**src/rtl/s2p_pkg.sv**
```systemverilog
// Shared types and sizing helpers for the serial-to-parallel stage.
package s2p_pkg;

  typedef enum logic {HUNT, SHIFT} asm_state_t;

  // Width of an occupancy counter able to hold 0..n inclusive.
  function automatic int cnt_width(input int n);
    return $clog2(n) + 1;
  endfunction

endpackage

```
**src/rtl/sync_fifo.sv**
```systemverilog
// First-word-fall-through FIFO: head word visible whenever not empty, zero latency.
// Push is accepted when not full or when a pop happens on the same edge; pop on empty is ignored.
module sync_fifo
  import s2p_pkg::*;
#(
  parameter int WIDTH = 4,
  parameter int DEPTH = 4
) (
  input  logic                        clk,
  input  logic                        reset,
  input  logic                        push,
  input  logic [WIDTH-1:0]            push_data,
  input  logic                        pop,
  output logic [WIDTH-1:0]            pop_data,
  output logic [cnt_width(DEPTH)-1:0] count,
  output logic                        full,
  output logic                        empty
);

  localparam int AW = $clog2(DEPTH);

  logic [WIDTH-1:0] mem [DEPTH];
  logic [AW:0]      wr_ptr;
  logic [AW:0]      rd_ptr;
  logic             wr_ok;
  logic             rd_ok;

  // Pointers carry a wrap bit so full and empty are distinguishable.
  assign empty = (wr_ptr == rd_ptr);
  assign full  = (wr_ptr[AW] != rd_ptr[AW]) && (wr_ptr[AW-1:0] == rd_ptr[AW-1:0]);
  assign count = wr_ptr - rd_ptr;

  assign rd_ok = pop & ~empty;
  assign wr_ok = push & (~full | rd_ok);

  // Gated so the head reads zero while nothing is buffered.
  assign pop_data = empty ? '0 : mem[rd_ptr[AW-1:0]];

  always_ff @(posedge clk) begin
    if (wr_ok) mem[wr_ptr[AW-1:0]] <= push_data;
  end

  always_ff @(posedge clk or posedge reset) begin
    if (reset) begin
      wr_ptr <= '0;
      rd_ptr <= '0;
    end else begin
      if (wr_ok) wr_ptr <= wr_ptr + 1'b1;
      if (rd_ok) rd_ptr <= rd_ptr + 1'b1;
    end
  end

endmodule

```
**src/rtl/serial_to_parallel.sv**
```systemverilog
// Reassembles a qualified serial stream into words and buffers them; word visible one edge after its last bit.
// Output drains on dout_valid & dout_ready; a word completing into a full FIFO with no pop is dropped and flagged.
module serial_to_parallel
  import s2p_pkg::*;
#(
  parameter int DATA_WIDTH    = 4,
  parameter int MSB_FIRST     = 1,
  parameter int FIFO_DEPTH    = 4,
  parameter int REQUIRE_FRAME = 1
) (
  input  logic                             clk,
  input  logic                             reset,
  input  logic                             din,
  input  logic                             din_en,
  input  logic                             frame,
  output logic [DATA_WIDTH-1:0]            dout,
  output logic                             dout_valid,
  input  logic                             dout_ready,
  output logic                             overflow,
  input  logic                             ovf_clr,
  output logic [cnt_width(FIFO_DEPTH)-1:0] fifo_count
);

  localparam int BW = $clog2(DATA_WIDTH);
  localparam logic [BW-1:0] LAST = BW'(DATA_WIDTH - 1);
  localparam asm_state_t RST_STATE = (REQUIRE_FRAME != 0) ? HUNT : SHIFT;

  asm_state_t            state, state_nxt;
  logic [BW-1:0]         cnt, cnt_nxt;
  logic [DATA_WIDTH-1:0] sr, sr_nxt;
  logic [DATA_WIDTH-1:0] shifted;
  logic [DATA_WIDTH-1:0] first_sr;
  logic                  push;
  logic                  full;
  logic                  empty;
  logic                  drop;

  // The shift direction decides where the first bit ends up once the word is complete.
  assign shifted  = (MSB_FIRST != 0) ? {sr[DATA_WIDTH-2:0], din} : {din, sr[DATA_WIDTH-1:1]};
  assign first_sr = (MSB_FIRST != 0) ? {{(DATA_WIDTH-1){1'b0}}, din}
                                     : {din, {(DATA_WIDTH-1){1'b0}}};

  always_ff @(posedge clk or posedge reset) begin
    if (reset) begin
      state <= RST_STATE;
      cnt   <= '0;
      sr    <= '0;
    end else begin
      state <= state_nxt;
      cnt   <= cnt_nxt;
      sr    <= sr_nxt;
    end
  end

  always_comb begin
    state_nxt = state;
    cnt_nxt   = cnt;
    sr_nxt    = sr;
    push      = 1'b0;
    if (din_en) begin
      if (frame) begin
        // A marker restarts the word; any partial bits are abandoned.
        state_nxt = SHIFT;
        sr_nxt    = first_sr;
        cnt_nxt   = BW'(1);
      end else if (state == SHIFT) begin
        if (cnt == LAST) begin
          push    = 1'b1;
          sr_nxt  = '0;
          cnt_nxt = '0;
        end else begin
          sr_nxt  = shifted;
          cnt_nxt = cnt + 1'b1;
        end
      end
    end
  end

  // Full implies non-empty, so dout_ready alone tells whether a pop frees a slot.
  assign drop = push & full & ~dout_ready;

  always_ff @(posedge clk or posedge reset) begin
    if (reset)        overflow <= 1'b0;
    else if (drop)    overflow <= 1'b1;
    else if (ovf_clr) overflow <= 1'b0;
  end

  sync_fifo #(
    .WIDTH (DATA_WIDTH),
    .DEPTH (FIFO_DEPTH)
  ) u_fifo (
    .clk       (clk),
    .reset     (reset),
    .push      (push),
    .push_data (shifted),
    .pop       (dout_ready),
    .pop_data  (dout),
    .count     (fifo_count),
    .full      (full),
    .empty     (empty)
  );

  assign dout_valid = ~empty;

endmodule
```
**config.mk**
```make
export PLATFORM = sky130hd
export DESIGN_NAME = serial_to_parallel
export DESIGN_NICKNAME = d
export VERILOG_FILES = /design/src/rtl/s2p_pkg.sv /design/src/rtl/sync_fifo.sv /design/src/rtl/serial_to_parallel.sv
export SDC_FILE = /design/constraint.sdc
export NUM_CORES = 1
export LEC_CHECK = 0
export BUFFER_PORTS_ARGS = -buffer_cell sky130_fd_sc_hd__buf_4
export CORE_UTILIZATION = 50
export CTS_CLUSTER_DIAMETER = 120
export DETAILED_ROUTE_END_ITERATION = 8
export PLACE_DENSITY = 0.7
export SLEW_MARGIN = 30
export SYNTH_ARGS = -nofsm -noshare
export SYNTH_HDL_FRONTEND = slang
export SYNTH_HIERARCHICAL = 1
export SYNTH_SLANG_ARGS = --single-unit
```
**constraint.sdc**
```tcl
create_clock -name clk -period 3.72 [get_ports clk]
set_input_delay 0.372 -clock clk [delete_from_list [all_inputs] [get_ports clk]]
set_output_delay 0.372 -clock clk [all_outputs]
set_load 0.03 [all_outputs]
```
==> summary.md <==
| Metric | Value |
|---|---|
| Clock sink count | `29` |
| WP data required | `3.35 ns` |
| Placed Cells | `149` |
| Synth Flop Type | `edfxtp_1` |
| Post-DP HPWL | `1770 um` |
| Synth warn | `6` |
| Yosys reg bits | `29` |
| Gate Count Post-Synth | `105` |
| F_max | `about 0.43 GHz` |
| RSZ-0062 raised after global routing | `false` |
| Clk pwr share | `14.7%` |
| Largest net degree at the start of global routing | `10` |
| Clk_lat worst skew | `0.33 ns` |
| Worst Hold Class | `input pin to flop` |
| Top layer in use | `met4` |
| Routed vias/inst | `5.45` |
| Leakage | `0.686 nW` |
| Row count | `18` |
| Worst path max stage delay | `approximately 0.53 ns` |
| Fraction of layout cells with a size suffix above 1 | `between 20% and 30%` |
| FF-to-FF Start | `u_fifo/rd_ptr[1]` |
| Initial core utilization | `between 50% and 60%` |
| Register area share after synthesis | `around 57%` |
| H-tree depth | `2` |
| Resize count post-CTS | `0` |
| Final antenna-violating net count | `0` |
| Mapped Nets | `roughly 120` |
| Max IR drop VDD | `roughly 630 uV` |
| Avg Synthesized Cell Area | `13.3 um^2` |
| Placer Congestion | `0.748` |
| Post-synth cell types | `29` |
| DR DRC count | `0` |
| Max Root-Sink Buffers | `2` |
| Number of hold buffers added after CTS | `1` |
| Net Sw Frac | `43.0%` |
| Hold depth | `2` |
| Part of the cycle the worst path needs | `63.1%` |
| Hold WS | `0.220 ns` |
| DRT Wirelength | `2420 um` |
| Psw | `0.000577 W` |
| Core Region | `0.00257 mm^2` |
| Drt wl/cell | `15.3 um` |
| Outcome | `finished clean` |
| First drt pass iteration count | `4` |
| Asr flop ratio synth | `around 45%` |
| Routed vias | `861` |
| Hold_sp | `ovf_clr` |
| WP data arrival | `1.98 ns` |
| Hold EP | `overflow` |
| Final number of hold-violating endpoints | `0` |
| Starting DRT DRC Count | `17` |
| Critical-path top delay cell | `dfrtp_1` |
| Multi-input logic area | `549 um^2` |
| Routed wl met2 | `1210 um` |
| Sequential Area | `between 800 and 900 um^2` |
| Ant diodes | `0` |
| Filler cell count in the final layout | `211` |
| Total grt overflow | `0` |
| R2R Path End | `u_fifo/mem[0][1]` |
| CP startpoint kind | `flop` |
| CP max FO | `8` |
| # Max-Cap Violations | `0` |
| CTS tree | `built` |
| Initial antenna violation count | `0` |
| Wl on met1 | `1070 um` |
| Int Pwr | `0.000763 W` |
| First-pass GRT wire length | `3770 um` |
| Final Cell Area | `roughly 0.0016 mm^2` |
| R2R setup slack | `1.77 ns` |
| Area of placed instances | `0.00155 mm^2` |
| Share of total power in combinational logic | `roughly half` |
| Vias in the first global route | `811` |
| Number of port buffers | `15` |
| EDFF count, synth | `16` |
| Horiz. Die Dim | `54.9 um` |
| Post-synthesis cell area | `0.00140 mm^2` |
| Util after Layout | `62.9%` |
| Post-CTS Setup Repair Bufs | `0` |
| Met3 wire len | `114 um` |
| Critical Setup Path Class | `flop to output port` |
| Worst reg2reg path depth | `5` |
| GRT Resource Usage Total | `between 10% and 20%` |
| Io pins | `16` |
| Final count of pins violating max slew | `0` |
| Flop pwr share | `34.4%` |
| CTS Buf Count | `5` |
| CP Cell Sequence | `inv_1 > ha_1 > nand2_1 > nor2_1 > nor2b_1 > buf_4` |
| Post-Layout Cell Count | `158` |
| Root Buffer | `clkbuf_4` |
| TNS Setup | `0 ns` |
| Die height | `around 55 um` |
| Max-slew headroom | `76.1%` |
| DIE AREA | `0.00302 mm^2` |
| Final Skew | `approximately 0.0053 ns` |
| Critical path capture point type | `output port` |
| Nets@finish | `143` |
| Cell Pwr Density | `830 mW/mm^2` |
| Clock-pin slew on the worst setup and hold paths | `0.08 ns` |
| Final setup viols | `0` |
| Syn-to-layout area delta | `15.3%` |
| Slew @ Worst Pin | `0.355 ns` |
| Final min period | `between 2 and 2.5 ns` |
-- registers in the layout, summed over array words and instances, names as in the netlist --
name / count
u_fifo/wr_ptr: 3
overflow: 1
cnt: 2
state: 1
u_fifo/rd_ptr: 3
u_fifo/mem: 16
sr: 3
-- metal layers --
layer	global-route usage, %	up-vias
met1	24.4	416
met4	8.75	0
met5	0	-
li1	-	416
met2	29.9	24
met3	7.38	5
-- cells by family after synthesis --
group	synth area share, %
simple gates	11.5
flops	57.5
compound gates	7.68
buf+inv	3.30
fa+ha+maj	8.57
mux	8.30
xor+xnor	3.12
-- worst max path at each step --
stage                          start       endpoint  slack (ns)  cells after the start
CTS                 u_fifo/rd_ptr[0]        dout[1]        1.34                      5
detailed placement  u_fifo/rd_ptr[0]        dout[1]        1.72                      5
floorplan           u_fifo/wr_ptr[0]  fifo_count[2]        1.78                      4
global route        u_fifo/rd_ptr[1]        dout[1]        1.21                      6
finish              u_fifo/rd_ptr[1]        dout[1]        1.37                      6
global placement    u_fifo/rd_ptr[0]        dout[1]        1.78                      5
-- power groups by stage --
stage / registers (W) / logic (W) / clock network (W)
detailed placement: 0.000467 / 0.000682 / 0
global placement: 0.000462 / 0.000672 / 0
floorplan: 0.000436 / 0.000493 / 0
global route: 0.000470 / 0.000737 / 0.000218
CTS: 0.000461 / 0.000687 / 0.000205
finish: 0.000460 / 0.000682 / 0.000197
-- layout by cell type, fill, tap and decap left out, types with 2 or more instances in the layout --
| cell | count |
|---|---|
| and2_2 | 5 |
| buf_4 | 15 |
| clkbuf_1 | 2 |
| clkbuf_4 | 5 |
| dfrtp_1 | 13 |
| edfxtp_1 | 16 |
| ha_1 | 8 |
| inv_1 | 11 |
| mux4_2 | 4 |
| nand2_1 | 9 |
| nor2_1 | 5 |
| nor2b_1 | 4 |
| o21ai_0 | 8 |
| xnor2_1 | 4 |
-- stage by stage --
step | setup slack [ns] | total power (W)
after floorplan | 1.78 | 0.000929
after global placement | 1.78 | 0.00113
after detailed placement | 1.72 | 0.00115
after CTS | 1.34 | 0.00135
after global routing | 1.21 | 0.00142
final | 1.37 | 0.00134
-- critical path, delay by kind of cell, from the launching register on --
family | cells | cell delay, ns
adders and majority gates | 1 | 0.30
DFF | 1 | 0.53
and+or+nand+nor | 3 | 0.57
buffers and inverters | 2 | 0.26
-- cells in the mapped netlist (4+ instances only) --
master | instances | area share (%)
and2_2 | 5 | 2.7
dfrtp_1 | 13 | 23
edfxtp_1 | 16 | 34
ha_1 | 8 | 7.1
inv_1 | 11 | 2.9
mux4_2 | 4 | 6.4
nand2_1 | 9 | 2.4
nor2_1 | 5 | 1.3
nor2b_1 | 4 | 1.8
o21ai_0 | 8 | 2.9
xnor2_1 | 4 | 2.5
-- cell type report --
cell class                 instances  share of cell area, %
clock buffer                       8                   3.64
inverter                          11                   2.56
multi-input combinational         64                   34.0
sequential                        29                   49.9
tap                               30                   2.32
timing repair buffer              16                   7.59
Note: power is estimated with default switching activity, not from simulation.
